## config.mk

```make
export PLATFORM = sky130hd
export DESIGN_NAME = cordic_nco_driver
export DESIGN_NICKNAME = d
export VERILOG_FILES = /design/src/rtl/cordic_pkg.sv /design/src/rtl/cordic_phase_acc.sv /design/src/rtl/cordic_nco_driver.sv
export SDC_FILE = /design/constraint.sdc
export NUM_CORES = 1
export LEC_CHECK = 0
export ABC_AREA = 1
export CAP_MARGIN = 5
export CORE_UTILIZATION = 45
export CTS_CLUSTER_DIAMETER = 80
export DETAILED_ROUTE_END_ITERATION = 16
export PLACE_DENSITY_LB_ADDON = 0.15
export SETUP_SLACK_MARGIN = 0.3
export SYNTH_ARGS = -nofsm -noshare
export SYNTH_HDL_FRONTEND = slang
export SYNTH_SLANG_ARGS = --single-unit
export TNS_END_PERCENT = 50
```

## constraint.sdc

```tcl
create_clock -name clk -period 3.3 [get_ports clk]
set_clock_uncertainty 0.05 [all_clocks]
set_input_delay 0.33 -clock clk [delete_from_list [all_inputs] [get_ports clk]]
set_output_delay 0.33 -clock clk [all_outputs]
set_load 0.01 [all_outputs]
```

## src/rtl/cordic_pkg.sv

```systemverilog
// Shared types and constants for the CORDIC NCO front end: FSM states, angle format,
// dither LFSR constants and the rotator gain constant K.
package cordic_pkg;

   typedef enum logic [1:0] {
      NCO_IDLE,
      NCO_ISSUE,
      NCO_WAIT,
      NCO_HOLD
   } nco_state_e;

   // 2^ANGLE_WIDTH = 2*pi; the top QUADRANT_MSBS bits of an angle select the quadrant.
   localparam int unsigned QUADRANT_MSBS = 2;

   // 16-bit Fibonacci LFSR, taps 16,14,13,11 (bits 15,13,12,10).
   localparam logic [15:0] LFSR_SEED = 16'hACE1;
   localparam logic [15:0] LFSR_TAPS = 16'hB400;

   // K = prod_{i<iterations} 1/sqrt(1+2^-2i), rounded to point_width-2 fraction bits.
   // K^2 is formed exactly in Q62 integer arithmetic, then an integer square root gives Q31.
   function automatic logic [63:0] cordic_gain_q(input int unsigned point_width,
                                                 input int unsigned iterations);
      logic [63:0] k2;
      logic [63:0] rem;
      logic [63:0] root;
      logic [63:0] bitv;
      int unsigned frac;
      k2 = 64'h4000_0000_0000_0000;
      for (int unsigned i = 0; i < iterations; i++) begin
         if (i < 32) begin
            k2 = k2 - k2 / ((64'd1 << (2 * i)) + 64'd1);
         end
      end
      rem  = k2;
      root = '0;
      bitv = 64'd1 << 62;
      for (int unsigned b = 0; b < 32; b++) begin
         if (rem >= root + bitv) begin
            rem  = rem - (root + bitv);
            root = (root >> 1) + bitv;
         end else begin
            root = root >> 1;
         end
         bitv = bitv >> 2;
      end
      frac = point_width - 2;
      if (frac >= 31) begin
         return root << (frac - 31);
      end
      return (root + (64'd1 << (30 - frac))) >> (31 - frac);
   endfunction

endpackage

```

## src/rtl/cordic_phase_acc.sv

```systemverilog
// Phase accumulator, increment register and clear-pending flag for the NCO.
// Optional macro NCO_DITHER_EN adds LFSR dither below the truncation point of phase_z only.
module cordic_phase_acc #(
   parameter int unsigned ACC_WIDTH   = 32,
   parameter int unsigned ANGLE_WIDTH = 16
) (
   input  logic                   clk,
   input  logic                   rst_n,
   input  logic [ACC_WIDTH-1:0]   freq_word,
   input  logic                   freq_load,
   input  logic [ANGLE_WIDTH-1:0] phase_offset,
   input  logic                   phase_clear,
   input  logic                   advance,
   output logic [ANGLE_WIDTH-1:0] phase_z
);
   import cordic_pkg::*;

   logic [ACC_WIDTH-1:0] acc_q, acc_d;
   logic [ACC_WIDTH-1:0] inc_q, inc_d;
   logic                 clr_pend_q, clr_pend_d;
   logic                 clr_now;
   logic [ACC_WIDTH-1:0] acc_base;
   logic [ACC_WIDTH-1:0] acc_for_z;

   if (ACC_WIDTH < ANGLE_WIDTH) begin : g_bad_acc
      $error("ACC_WIDTH must be >= ANGLE_WIDTH");
   end
   if (ANGLE_WIDTH < QUADRANT_MSBS) begin : g_bad_angle
      $error("ANGLE_WIDTH too small for the angle format");
   end

   // A clear seen on the launch edge itself is consumed by that launch.
   always_comb begin
      clr_now    = clr_pend_q | phase_clear;
      acc_base   = clr_now ? '0 : acc_q;
      inc_d      = freq_load ? freq_word : inc_q;
      acc_d      = acc_q;
      clr_pend_d = clr_now;
      if (advance) begin
         acc_d      = acc_base + inc_q;
         clr_pend_d = 1'b0;
      end
   end

   always_ff @(posedge clk or negedge rst_n) begin
      if (!rst_n) begin
         acc_q      <= '0;
         inc_q      <= '0;
         clr_pend_q <= 1'b0;
      end else begin
         acc_q      <= acc_d;
         inc_q      <= inc_d;
         clr_pend_q <= clr_pend_d;
      end
   end

`ifdef NCO_DITHER_EN
   localparam int unsigned DW = ((ACC_WIDTH - ANGLE_WIDTH) < 16) ? (ACC_WIDTH - ANGLE_WIDTH) : 16;

   logic [15:0] lfsr_q, lfsr_d;

   if (ACC_WIDTH <= ANGLE_WIDTH) begin : g_bad_dither
      $error("dither needs ACC_WIDTH > ANGLE_WIDTH");
   end

   always_comb begin
      lfsr_d    = advance ? {lfsr_q[14:0], ^(lfsr_q & LFSR_TAPS)} : lfsr_q;
      acc_for_z = acc_base + ACC_WIDTH'(lfsr_q[DW-1:0]);
   end

   always_ff @(posedge clk or negedge rst_n) begin
      if (!rst_n) begin
         lfsr_q <= LFSR_SEED;
      end else begin
         lfsr_q <= lfsr_d;
      end
   end
`else
   always_comb begin
      acc_for_z = acc_base;
   end
`endif

   always_comb begin
      phase_z = acc_for_z[ACC_WIDTH-1 -: ANGLE_WIDTH] + phase_offset;
   end

endmodule

```

## src/rtl/cordic_nco_driver.sv

```systemverilog
// NCO front end for the iterative CORDIC rotator: launches one rotation per sample and
// returns cos/sin on a valid/ready port. Optional macro NCO_DITHER_EN enables phase dither.
module cordic_nco_driver #(
   parameter int unsigned POINT_WIDTH = 16,
   parameter int unsigned ANGLE_WIDTH = 16,
   parameter int unsigned ACC_WIDTH   = 32,
   parameter int unsigned ITERATIONS  = 16
) (
   input  logic                   clk,
   input  logic                   rst_n,
   input  logic                   enable,
   input  logic [ACC_WIDTH-1:0]   freq_word,
   input  logic                   freq_load,
   input  logic [ANGLE_WIDTH-1:0] phase_offset,
   input  logic                   phase_clear,
   output logic                   cordic_start,
   output logic [POINT_WIDTH-1:0] cordic_x,
   output logic [POINT_WIDTH-1:0] cordic_y,
   output logic [ANGLE_WIDTH-1:0] cordic_z,
   input  logic                   cordic_done,
   input  logic [POINT_WIDTH-1:0] cordic_x_res,
   input  logic [POINT_WIDTH-1:0] cordic_y_res,
   output logic [POINT_WIDTH-1:0] cos_out,
   output logic [POINT_WIDTH-1:0] sin_out,
   output logic                   sample_valid,
   input  logic                   sample_ready,
   output logic                   busy
);
   import cordic_pkg::*;

   localparam logic [POINT_WIDTH-1:0] K_Q = POINT_WIDTH'(cordic_gain_q(POINT_WIDTH, ITERATIONS));

   nco_state_e             state_q, state_d;
   logic                   start_q, start_d;
   logic [POINT_WIDTH-1:0] x_q, x_d;
   logic [POINT_WIDTH-1:0] y_q, y_d;
   logic [ANGLE_WIDTH-1:0] z_q, z_d;
   logic [POINT_WIDTH-1:0] cos_q, cos_d;
   logic [POINT_WIDTH-1:0] sin_q, sin_d;
   logic                   valid_q, valid_d;
   logic                   busy_q, busy_d;
   logic                   advance;
   logic [ANGLE_WIDTH-1:0] phase_z;

   cordic_phase_acc #(
      .ACC_WIDTH   (ACC_WIDTH),
      .ANGLE_WIDTH (ANGLE_WIDTH)
   ) u_phase_acc (
      .clk          (clk),
      .rst_n        (rst_n),
      .freq_word    (freq_word),
      .freq_load    (freq_load),
      .phase_offset (phase_offset),
      .phase_clear  (phase_clear),
      .advance      (advance),
      .phase_z      (phase_z)
   );

   // Rotator inputs are loaded on the edge entering ISSUE, so they are valid while start is high.
   always_comb begin
      state_d = state_q;
      start_d = 1'b0;
      x_d     = x_q;
      y_d     = y_q;
      z_d     = z_q;
      cos_d   = cos_q;
      sin_d   = sin_q;
      valid_d = valid_q;
      advance = 1'b0;
      unique case (state_q)
         NCO_IDLE: begin
            if (enable) advance = 1'b1;
         end
         NCO_ISSUE: begin
            state_d = NCO_WAIT;
         end
         NCO_WAIT: begin
            if (cordic_done) begin
               cos_d   = cordic_x_res;
               sin_d   = cordic_y_res;
               valid_d = 1'b1;
               state_d = NCO_HOLD;
            end
         end
         NCO_HOLD: begin
            if (valid_q && sample_ready) begin
               valid_d = 1'b0;
               if (enable) advance = 1'b1;
               else        state_d = NCO_IDLE;
            end
         end
         default: state_d = NCO_IDLE;
      endcase
      if (advance) begin
         state_d = NCO_ISSUE;
         start_d = 1'b1;
         x_d     = K_Q;
         y_d     = '0;
         z_d     = phase_z;
      end
      busy_d = (state_d != NCO_IDLE);
   end

   always_ff @(posedge clk or negedge rst_n) begin
      if (!rst_n) begin
         state_q <= NCO_IDLE;
         start_q <= 1'b0;
         x_q     <= '0;
         y_q     <= '0;
         z_q     <= '0;
         cos_q   <= '0;
         sin_q   <= '0;
         valid_q <= 1'b0;
         busy_q  <= 1'b0;
      end else begin
         state_q <= state_d;
         start_q <= start_d;
         x_q     <= x_d;
         y_q     <= y_d;
         z_q     <= z_d;
         cos_q   <= cos_d;
         sin_q   <= sin_d;
         valid_q <= valid_d;
         busy_q  <= busy_d;
      end
   end

   assign cordic_start = start_q;
   assign cordic_x     = x_q;
   assign cordic_y     = y_q;
   assign cordic_z     = z_q;
   assign cos_out      = cos_q;
   assign sin_out      = sin_q;
   assign sample_valid = valid_q;
   assign busy         = busy_q;

endmodule
```

==> run summary <==
Status: finished, final reports clean
Slew HR: 0.3756
Port buffer count: 146
Synth area leader: dfrtp_1
Worst Setup End Kind: flip-flop
First drt pass iteration count: 7
CTS tree: built
CP max-delay cell: clkdlybuf4s50_1
Die Wd: 135 um
Grt ovf: 0
Post-synth ARST share: 1.000
Max clock buf depth: 2
CP Launch Point: phase_clear
Placed Cells: 1455
Die Footprint: 18230 um2
Core ar.: 17300 um2
CTS Buf Count: 17
Layout area overhead: 26.82%
Total GRT Usage: 0.2332
Final period utilization: 0.7864
Commonest cells after routing, fill and taps aside: nand2_1 (392), clkdlybuf4s50_1 (144), inv_1 (124)
Post-synthesis cell area: 7960 um2
Worst slew pin tran: 0.9356 ns
Reg clk slew, reported paths: 0.06 ns
Die H: 135 um
Clk_lat worst skew: 0.43 ns
Leak: 5.268 nW
Commonest non-fill, non-tap cell in the layout: nand2_1
Nets: 1375
Post-DP Area: 9515 um2
Seq/Total Area, Yosys: 0.3741
Final Non-Filler Cells: 1488
Root buffer cell: clkbuf_16
Number of diodes: 0
CP cell instances: clkdlybuf4s50_1 -> nor2_4 -> inv_1 -> buf_12 -> nor2_1 -> ha_1 -> fa_1 -> nand2_1 -> nand3_1 -> nand3_1 -> nand2_1 -> nand2_1 -> nand2_1 -> nand3_1 -> nand2_1 -> nand2_1 -> nand3_1 -> nand3_1 -> nand2_1
Initial Util: 0.4602
Post-route cell area: 10090 um2
Delay-heaviest family, CP: simple AND/OR/NAND/NOR gates
WS Path Type: input port to flip-flop
Pwr/cell area: 698.3 nW/um2
R2R cell count: 18
Synth Warn #: 0
Largest net degree at the start of global routing: 84
Iter 0 DRT Violations: 474
Setup TNS: 0 ns
Vias per inst: 4.849
FF/Latch Area: 2978 um2
Vias in the first global route: 6728
Worst Path Max Fanout: 24
Fillers: 1650
Setup violators final: 0
Via count: 7216
Final hold vios: 0
Worst Path Buf+Inv: 3
Hold Path Class: input port to async pin
Antenna violations before repair: 0
Data required, critical path: 3.56 ns
H-tree depth: 4
Register-to-Register Setup Slack: 0.76 ns
Min Tclk post-route: 2.595 ns
Yosys reg bits: 119
Crit-path max cell delay: 0.51 ns
First-pass GRT wire length: 33310 um
Boundary Pins: 170
Layout cells sized above 1: 0.08789
# DRC: 0
CP Depth: 19
Final Wtd Congestion: 0.9322
Synthesized area per cell: 7.171 um2
Crit path top cell by count: nand2_1
Post-Route Utilization: 0.5836
Area taken by multi-input logic gates: 4240 um2
RSZ-0062 raised after global routing: false
R2R Path Start: u_phase_acc.clr_pend_q
Worst setup endpoint: u_phase_acc.acc_q[24]
Worst setup SP type: input port
Main synth FF type: dfrtp_1
DRT Wirelength: 20170 um
Largest cells by area after synthesis: dfrtp_1 (37%), nand2_1 (18%), inv_1 (5.8%)
Post-DP HPWL: 14860 um
Max-Cap Viols: 0
Antenna viol nets, final: 0
Fmax: 385.3 MHz
Max-slew violations: 0
Clock Sinks: 119
CP Data Arrival Time: 2.86 ns
Peak supply drop: 423.0 uV
WL/cell: 13.55 um
Synth Instances: 1110
Yosys cell types: 40
Share of the synthesized area in the top cell type: 0.3741
EDFF count, synth: 0
Num rows: 48
Reg2reg end: u_phase_acc.acc_q[24]
logic make-up (layout without fill, tap and decap cells):
logic type               Yosys count  in the layout  share of synthesized area
multiplexers                      25             25                    0.03537
adder cells (fa/ha/maj)           38             38                    0.06067
AO/OA/AOI/OAI                    103            103                    0.07152
AND/OR/NAND/NOR                  622            622                     0.3313
flip-flops                       119            119                     0.3741
other                              1             23                  0.0004711
buffers and inverters            182            313                     0.1045
XOR/XNOR                          20             20                    0.02201
sequential cells by signal, summed over array words and instances (netlist names), 2 cells and up:
| register | count |
|---|---|
| cordic_z | 16 |
| cos_out | 16 |
| sin_out | 16 |
| state_q | 2 |
| u_phase_acc.acc_q | 32 |
| u_phase_acc.inc_q | 32 |
through the flow:
step / setup WS (ns) / power, mW / hold WS [ns]
global placement: 0.3075 / 5.226 / 0.2731
finish: 0.7048 / 7.049 / 0.3676
global route: 0.4794 / 7.587 / 0.3901
detailed placement: 0.2688 / 5.258 / 0.2745
floorplan: 0.6773 / 4.068 / -0.01559
CTS: 0.7087 / 7.098 / 0.3692
report_power, final:
| group | switching, mW | total [mW] | internal, mW |
|---|---|---|---|
| Combinational | 1.63 | 2.91 | 1.28 |
| Sequential | 0.335 | 2.33 | 2.00 |
| Clock | 0.754 | 1.81 | 1.05 |
| Total | 2.72 | 7.05 | 4.33 |
how the worst min path moves through the flow:
stage          slack, ns       startpoint           to
5_1_grt             0.39  cordic_y_res[8]   sin_out[8]
3_3_place_gp        0.27            rst_n  cordic_z[1]
4_1_cts             0.37  cordic_x_res[0]   cos_out[0]
3_5_place_dp        0.27            rst_n  cordic_z[1]
6_report            0.37            rst_n  cordic_z[1]
2_1_floorplan      -0.02            rst_n         busy
worst register-to-register path: cells and delay by family, from the launching register on:
kind	cells	cell delay, ns
DFF	1	0.37
and+or+nand+nor	14	1.16
adders and majority gates	2	0.60
buffers and inverters	2	0.26
per-layer routing:
layer  vias to the layer above  GRT usage  share of wire
met2                       199     0.3594           0.44
met3                        17    0.06119          0.063
met4                         0    0.06742          0.013
li1                       3731          -              -
met1                      3269     0.3211           0.49
met5                         -          0              0
repair_timing:
item                      4_1_cts  5_1_grt
resized for setup               0        0
setup buffers                   0        0
hold buffers                    1        0
hold endpoints to repair       36        0
cells in the mapped netlist (9+ instances only):
cell type,count
nand2_1,392
inv_1,124
dfrtp_1,119
nor2_1,87
nand3_1,80
o21ai_0,43
ha_1,37
a21oi_1,34
buf_4,32
mux2_2,25
clkbuf_1,17
nand2_2,14
xor2_1,14
nor2_2,11
nand4_1,9
nor3_1,9
layout make-up:
type,count,share of cell area
multi-input combinational,831,0.4201
sequential,119,0.2950
timing repair buffer,156,0.1542
inverter,125,0.04648
clock buffer,18,0.04251
tap,225,0.02789
clock inverter,14,0.01388
Note: power is estimated with default switching activity, not from simulation.
